==> config.mk <==
export PLATFORM = sky130hd
export DESIGN_NAME = alu_test_seq
export DESIGN_NICKNAME = d
export VERILOG_FILES = /design/src/rtl/alu_test_pkg.sv /design/src/rtl/alu_sig_accum.sv /design/src/rtl/alu_test_seq.sv
export SDC_FILE = /design/constraint.sdc
export NUM_CORES = 1
export LEC_CHECK = 0
export ABC_AREA = 1
export CAP_MARGIN = 5
export CELL_PAD_IN_SITES_DETAIL_PLACEMENT = 0
export CELL_PAD_IN_SITES_GLOBAL_PLACEMENT = 1
export CORE_MARGIN = 2
export CORE_UTILIZATION = 23
export CTS_BUF_LIST = sky130_fd_sc_hd__clkbuf_8
export CTS_CLUSTER_DIAMETER = 30
export DETAILED_ROUTE_END_ITERATION = 8
export HOLD_SLACK_MARGIN = 0.08
export PLACE_DENSITY_LB_ADDON = 0.1
export SETUP_SLACK_MARGIN = 0.3
export SKIP_LAST_GASP = 1
export SYNTH_ARGS = -nofsm -noshare
export SYNTH_HDL_FRONTEND = slang
export SYNTH_SLANG_ARGS = --single-unit
==> constraint.sdc <==
create_clock -name clk -period 4.14 [get_ports clk]
set_input_delay 0.414 -clock clk [delete_from_list [all_inputs] [get_ports clk]]
set_output_delay 0.414 -clock clk [all_outputs]
set_load 0.01 [all_outputs]
==> src/rtl/alu_test_pkg.sv <==
// Shared types and constants for the ALU self-test sweep sequencer.
package alu_test_pkg;

  localparam int NUM_VEC = 64;
  localparam int VEC_W   = 6;
  localparam int SIG_W   = 32;
  localparam int CNT_W   = 7;

  localparam logic [VEC_W-1:0] LAST_VEC = VEC_W'(NUM_VEC - 1);

  typedef enum logic [2:0] {
    ST_IDLE,
    ST_APPLY,
    ST_CAPTURE,
    ST_HOLD,
    ST_DONE
  } state_t;

  function automatic logic [SIG_W-1:0] rotl1(input logic [SIG_W-1:0] x);
    return {x[SIG_W-2:0], x[SIG_W-1]};
  endfunction

endpackage

==> src/rtl/alu_sig_accum.sv <==
// Rotate-left-by-one / XOR signature register; clear takes priority over enable.
module alu_sig_accum
  import alu_test_pkg::*;
(
  input  logic             clk,
  input  logic             rst_n,
  input  logic             clear,
  input  logic             en,
  input  logic [SIG_W-1:0] data,
  output logic [SIG_W-1:0] sig
);

  always_ff @(posedge clk or negedge rst_n) begin
    if (!rst_n) begin
      sig <= '0;
    end else if (clear) begin
      sig <= '0;
    end else if (en) begin
      sig <= rotl1(sig) ^ data;
    end
  end

endmodule

==> src/rtl/alu_test_seq.sv <==
// Walks all 64 {ab_sel, alu_op} vectors through an external ALU and compacts
// the results into a signature plus zero/overflow flag hit counts.
//
// state   | meaning
// IDLE    | waiting for start; results of last sweep held
// APPLY   | vector on ab_sel/alu_op, ALU settling
// CAPTURE | fold alu_f into signature, count flags
// HOLD    | step mode pause after a capture, waits for step
// DONE    | one-cycle done pulse, back to IDLE
module alu_test_seq
  import alu_test_pkg::*;
(
  input  logic             clk,
  input  logic             rst_n,
  input  logic             start,
  input  logic             step_mode,
  input  logic             step,
  output logic [2:0]       ab_sel,
  output logic [2:0]       alu_op,
  input  logic [SIG_W-1:0] alu_f,
  input  logic             alu_zf,
  input  logic             alu_of,
  output logic             busy,
  output logic             done,
  output logic [SIG_W-1:0] sig,
  output logic [CNT_W-1:0] zf_cnt,
  output logic [CNT_W-1:0] of_cnt
);

  state_t           state;
  logic [VEC_W-1:0] vec;
  logic             step_mode_q;
  logic             sig_clear;
  logic             sig_en;

  // alu_op is the fast field of the vector index
  assign ab_sel = vec[5:3];
  assign alu_op = vec[2:0];

  assign sig_clear = (state == ST_IDLE) && start;
  assign sig_en    = (state == ST_CAPTURE);

  always_ff @(posedge clk or negedge rst_n) begin
    if (!rst_n) begin
      state       <= ST_IDLE;
      vec         <= '0;
      busy        <= 1'b0;
      done        <= 1'b0;
      zf_cnt      <= '0;
      of_cnt      <= '0;
      step_mode_q <= 1'b0;
    end else begin
      case (state)
        ST_IDLE: begin
          done <= 1'b0;
          if (start) begin
            state       <= ST_APPLY;
            vec         <= '0;
            busy        <= 1'b1;
            zf_cnt      <= '0;
            of_cnt      <= '0;
            step_mode_q <= step_mode;
          end
        end
        ST_APPLY: begin
          state <= ST_CAPTURE;
        end
        ST_CAPTURE: begin
          zf_cnt <= zf_cnt + CNT_W'(alu_zf);
          of_cnt <= of_cnt + CNT_W'(alu_of);
          if (vec == LAST_VEC) begin
            state <= ST_DONE;
            busy  <= 1'b0;
            done  <= 1'b1;
          end else if (step_mode_q) begin
            state <= ST_HOLD;
          end else begin
            vec   <= vec + VEC_W'(1);
            state <= ST_APPLY;
          end
        end
        ST_HOLD: begin
          // start is deliberately not looked at here: step wins
          if (step) begin
            vec   <= vec + VEC_W'(1);
            state <= ST_APPLY;
          end
        end
        ST_DONE: begin
          done  <= 1'b0;
          state <= ST_IDLE;
        end
        default: begin
          state <= ST_IDLE;
          busy  <= 1'b0;
          done  <= 1'b0;
        end
      endcase
    end
  end

  alu_sig_accum u_sig_accum (
    .clk   (clk),
    .rst_n (rst_n),
    .clear (sig_clear),
    .en    (sig_en),
    .data  (alu_f),
    .sig   (sig)
  );

endmodule

After elaboration in Yosys (flattened, before gate mapping) --
Cells that the tools add are included.
Cells by class: add/subtract/negate cells 3, equality and inequality tests 10, mux-type cells 20, bitwise operators 3, reduce and logical (&&, ||, !) cells 13
Operator list (count):
- $mux 32 | 2
- $xor 32x32->32 | 1
- $pmux 7 s2 | 2
- $mux 6 | 4
- $pmux 6 s3 | 1
- $add 7x1->7 | 2
- $pmux 3 s4 | 1
- $mux 3 | 3
- $ne 2x2->1 const B | 4
- $reduce_and 2->1 | 4
- $mux 7 | 1
- $add 6x1->6 const B | 1
- $eq 3x2->1 const B | 2
- $eq 6x6->1 const B | 1
- $reduce_and 5->1 | 1
- $reduce_bool 2->1 | 2
- $eq 3x1->1 const B | 1
- $eq 3x3->1 const B | 1
- $logic_not 3->1 | 1
- $mux 1 | 3
- $pmux 1 s3 | 1
- $reduce_and 3->1 | 1
- $reduce_bool 3->1 | 1
- $reduce_or 3->1 | 1
- 6 further kinds | 7
Word-level totals: register bits 58, input bits 39, output and inout port bits 54, logic and storage cells 57

Longest topological paths before layout --
word-level depth 4, depth in mapped cells 9, depth with buffers taken out 9

Cells and area by module --
Synthesis repeated with hierarchy kept, for this count alone.
Unflattened totals: cells, all modules 443, area total of the unflattened synthesis 3139.3 um^2
By module, submodules not included:
- alu_sig_accum | instances 1, cells each 265, area each 1735.4 um^2, sequential area each 800.8 um^2
- alu_test_seq | instances 1, cells each 178, area each 1403.8 um^2, sequential area each 650.6 um^2

Worst setup path before layout --
No wires, ideal clock.
kind register to register, start register zf_cnt[0], end register zf_cnt[2], setup time 0.117 ns, data arrival time 1.202 ns, required time 4.023 ns, setup slack 2.821 ns, stages on the path, launching flop included 6, path buffers 0, clock period less this slack 1.319 ns, cells stage by stage dfrtp_1 -> ha_1 -> ha_1 -> or2_2 -> nand3_1 -> nand2_1
Between the ends: word-level cells in the longest chain between the ends 2
Ends and longest elaborated chain:
- from (decl) | RTL line alu_test_seq.sv:26 | output logic [CNT_W-1:0] zf_cnt,
- from (signal assigned) | RTL line alu_test_seq.sv:69 | zf_cnt <= zf_cnt + CNT_W'(alu_zf);
- $add 7x1->7 | RTL line alu_test_seq.sv:69
- $pmux 7 s2 | RTL line alu_test_seq.sv:53 | case (state)
No other way between the ends. A chain may end at the register's enable or synchronous reset.

Worst setup path in the final report --
start register state[1], end register of_cnt[2]
Between the ends: word-level cells in the longest chain between the ends 3, elaborated cells between the ends (all ways) 6, classes of those cells eq/ne (2); mux (1); reduce/logical (3)
Ends and longest elaborated chain:
- from (decl) | RTL line alu_test_seq.sv:30 | state_t state;
- from (signal assigned) | RTL line alu_test_seq.sv:45 | state <= ST_IDLE;
- from (signal assigned) | RTL line alu_test_seq.sv:57 | state <= ST_APPLY;
- from (signal assigned) | RTL line alu_test_seq.sv:66 | state <= ST_CAPTURE;
- $eq 3x2->1 / $logic_not 3->1 (equally long branches) | RTL line alu_test_seq.sv:53
- $reduce_bool 2->1 (no line) / $ne 2x2->1 (equally long branches)
- $reduce_and 2->1 (no line)
- to (signal assigned) | RTL line alu_test_seq.sv:70 | of_cnt <= of_cnt + CNT_W'(alu_of);
- to (decl) | RTL line alu_test_seq.sv:27 | output logic [CNT_W-1:0] of_cnt
Several ways; a longest one is shown, not always the timed one.

==> results by group <==
Global routing
  • Initial antenna violation count: 0
  • Aggregate global routing overflow: 0
  • Global-route usage over all layers: 11.82%
  • First-pass GRT wire length: 12.10 mm
  • Number of global-route vias before repair: 2,373
  • Maximum number of pins on one net before global-route repair: 39

Clocking
  • Buffer count from post-CTS setup fixing: 0
  • Clk buf depth: 2
  • TritonCTS Buffers: 9
  • Number of buffers added to fix hold violations after cts: 0
  • Library cell used as clock root buffer: sky130_fd_sc_hd__clkbuf_8
  • Number of clock sinks seen by CTS: just under 60
  • Clock transition at the register clock pins on the worst setup and hold paths after CTS: roughly 0.060 ns
  • Worst skew pair latency: between 0.3 and 0.4 ns
  • Quantity of gates resized following cts: 0
  • TritonCTS clock tree: built
  • Number of H-tree branching levels: 3

Timing
  • Worst hold slack after final layout: ~0.091 ns
  • Fin. Hold Viols: 0
  • Post-Route Setup TNS: 0 ns
  • Final cycle utilization of the critical path: ~53%
  • Achievable frequency: 0.4592 GHz
  • RSZ-0062 raised after global routing: no
  • Crit path time final: roughly 2.2 ns
  • Slew Limit Fails: 0
  • Setup-failing EPs final: 0
  • Slew @ Worst Pin: between 0.8 and 0.9 ns
  • Normalized max-slew margin: approximately 40%
  • Post-Route Skew: about 0.0092 ns

Critical path
  • Critical path, cell by cell: nand2_4, inv_4, nor2_4, inv_2, o21ai_0
  • Longest individual stage delay on the worst path: around 0.73 ns
  • Worst endpoint required time: 4.38 ns
  • Master of the slowest instance on the critical path: sky130_fd_sc_hd__nor2_4
  • Minimum setup slack among reg-to-reg paths: 1.96 ns
  • CP endpoint kind: register
  • Critical path class: register to register
  • Terminus of the critical flop-to-flop path: of_cnt[2]
  • Highest net fanout along the worst path: 38
  • Arrival @ worst endpoint: 2.42 ns
  • Worst Setup SP: state[1]
  • Critical path capture point: of_cnt[2]
  • Reg-to-Reg Start: state[1]
  • R2R cell count: 5
  • Element type at the critical path start: register

Min path
  • Class of the tightest hold or removal check: input pin to async pin

Drt
  • Total wirelength of the detailed-routed design: about 7.3 mm
  • Drt pass-1 iters: 6
  • Routed len/inst: ~13 um
  • DR vias/cell: between 4 and 5
  • Number of DRC markers after the initial detailed-route iteration: 80
  • DRC violation count after routing: 0
  • Remaining antenna violation count: 0
  • Routed vias: around 2,400

Synthesis
  • Dominant combinational cell family by area after synthesis: simple AND/OR/NAND/NOR gates
  • Warning count from the yosys run: 0
  • Multiplexer share of the synthesized area: 0%
  • Fraction of the mapped netlist area in simple logic gates: between 20% and 30%
  • Cell count after synthesis: 332
  • Adder and majority cell fraction of the synthesized area: roughly 2.2%
  • Share of the synthesized area in compound gates (AO/OA/AOI/OAI): under 10%
  • Parity-gate share of the synthesized area counting xor and xnor cells: just over 10%
  • Synthesized net count: 376
  • FF+latch count, synth: 58
  • Post-Synthesis Mean Instance Area: 8.559 um^2
  • Post-Syn Area: ~2800 um^2
  • Proportion of synthesized chip area in sequential cells: between 50 and 60%
  • Count of unique library cells instantiated by Yosys: 26

Final layout
  • Storage element area: 1451 um^2
  • Layout Nets: 472
  • Area used by multi-input combinational logic: roughly 1200 um^2
  • Area added between synthesis and finish: 43.95%
  • Final antenna diode count: 0
  • Fraction of final layout cells with drive strength greater than 1: under 10%
  • Number of fill cells in the layout: approximately 1,300

Floorplan
  • Row count: 40
  • Effective utilization at floorplan: 23.66%
  • Placeable Area: 12,010 um^2
  • I/O pin total: 93
  • Chip Height: approximately 120 um
  • DIE WIDTH: between 100 and 150 um
  • Die area: between 10,000 and 15,000 um^2

Pwr
  • Internal power component: 1.657 mW
  • Proportion of power drawn by the clock network: about a fifth
  • Leakage: 1.832 nW
  • Pwr Density: around 660 nW/um^2
  • Peak supply drop: around 0.00021 V
  • Proportion of power drawn by flip-flops and latches: 36.2%
  • Net Switching: 1.030 mW
  • Switching fraction of total power: a little under two fifths
  • Logic gate share of total power: 44.4%

Placement
  • HPWL after detailed placement: between 5 and 6 mm
  • Number of buffers inserted by port buffering: 92
  • Routability Congestion: approximately 0.71

Flow run
  • Max-cap violation count: 0

Run status
  • Outcome: finished, final reports clean
worst min-delay path by stage:
stage | start | end
5_1_grt | rst_n | u_sig_accum.sig[28]
6_report | rst_n | u_sig_accum.sig[28]
4_1_cts | rst_n | u_sig_accum.sig[28]
3_5_place_dp | rst_n | u_sig_accum.sig[28]
2_1_floorplan | rst_n | busy
3_3_place_gp | rst_n | u_sig_accum.sig[28]
cell families (layout without fill, tap and decap cells):
logic type	Yosys count	count (layout)
simple gates	148	148
flops	58	58
compound gates	49	49
buf+inv	39	138
xor+xnor	33	33
fa+ha+maj	5	5
cell usage in the layout, fill, tap and decap left out:
master                            netlist  routed
sky130_fd_sc_hd__a21boi_0               1       1
sky130_fd_sc_hd__a21oi_1                2       2
sky130_fd_sc_hd__buf_2                  2       1
sky130_fd_sc_hd__buf_4                  0       1
sky130_fd_sc_hd__bufinv_16              0       1
sky130_fd_sc_hd__clkbuf_8               0      11
sky130_fd_sc_hd__clkdlybuf4s50_1        0      91
sky130_fd_sc_hd__clkinv_2               0       2
sky130_fd_sc_hd__dfrtp_1               58      58
sky130_fd_sc_hd__ha_1                   5       5
sky130_fd_sc_hd__inv_1                 28      28
sky130_fd_sc_hd__inv_2                  2       2
sky130_fd_sc_hd__inv_4                  1       1
sky130_fd_sc_hd__nand2_1              108     108
sky130_fd_sc_hd__nand2_4                1       1
sky130_fd_sc_hd__nand3_1               19      19
sky130_fd_sc_hd__nand4_1                1       1
sky130_fd_sc_hd__nor2_1                12      12
sky130_fd_sc_hd__nor2_2                 3       2
sky130_fd_sc_hd__nor2_4                 0       1
sky130_fd_sc_hd__nor3_1                 1       1
sky130_fd_sc_hd__nor3_2                 1       1
sky130_fd_sc_hd__o211ai_1               1       1
sky130_fd_sc_hd__o21ai_0               28      28
sky130_fd_sc_hd__o21ai_1               15      15
sky130_fd_sc_hd__o221ai_1               1       1
sky130_fd_sc_hd__o22ai_1                1       1
sky130_fd_sc_hd__or2_2                  2       2
sky130_fd_sc_hd__xnor2_1               32      32
sky130_fd_sc_hd__xor2_1                 1       1
per-layer routing:
metal	routed length, um	vias up	track usage (%)
met5	0	-	0
met3	460	6	3.848
li1	-	1242	-
met4	93	0	5.301
met2	3267	63	16.90
met1	3510	1094	16.25
cells in the mapped netlist (all sizes together):
library cell | n | share of area (%)
a21boi | 1 | 0.26
a21oi | 2 | 0.35
buf | 5 | 1.5
clkbuf | 3 | 0.40
dfrtp | 58 | 51
ha | 5 | 2.2
inv | 31 | 4.2
nand2 | 109 | 15
nand3 | 19 | 3.3
nand4 | 1 | 0.22
nor2 | 15 | 2.2
nor3 | 2 | 0.53
o211ai | 1 | 0.26
o21ai | 43 | 7.6
o221ai | 1 | 0.31
o22ai | 1 | 0.22
or2 | 2 | 0.44
xnor2 | 32 | 9.9
xor2 | 1 | 0.31
worst max-delay path: cells and delay by family, from the launching register on:
kind	cells	cell delay (ns)
compound gates	1	0.19
flops	1	0.47
simple gates	2	1.09
buf+inv	2	0.32
power by group through the flow:
stage	Combinational, mW	Clock [mW]	Sequential (mW)
CTS	1.22	0.547	0.981
detailed placement	1.22	0	0.983
global placement	1.21	0	0.989
global route	1.34	0.573	1.01
floorplan	0.609	0	1.03
finish	1.19	0.521	0.973
flip-flops by register name (all words and copies together) (netlist names):
signal and flops:
u_sig_accum.sig 32, of_cnt 7, zf_cnt 7, vec 6, state 3, busy 1, done 1, step_mode_q 1
cell type report:
cell class	instances	area share, %
repair buffers	93	22.58
clock buffers	11	3.701
multi-input cells	235	29.86
flip-flops and latches	58	35.48
well taps	147	4.497
clock inverters	3	0.9789
inverters	31	2.906
per-stage QoR:
step	area [um^2]	worst slack [ns]	utilization (%)	power (mW)	std cells
final	4090	1.962	34.05	2.687	578
after global routing	4090	1.651	34.05	2.927	578
after CTS	4090	1.844	34.05	2.750	578
after detailed placement	3899	1.873	32.46	2.203	564
after global placement	3899	1.915	32.46	2.203	564
after floorplan	2841	2.821	-	1.639	332
No activity file was read; power rests on OpenSTA's default activity.
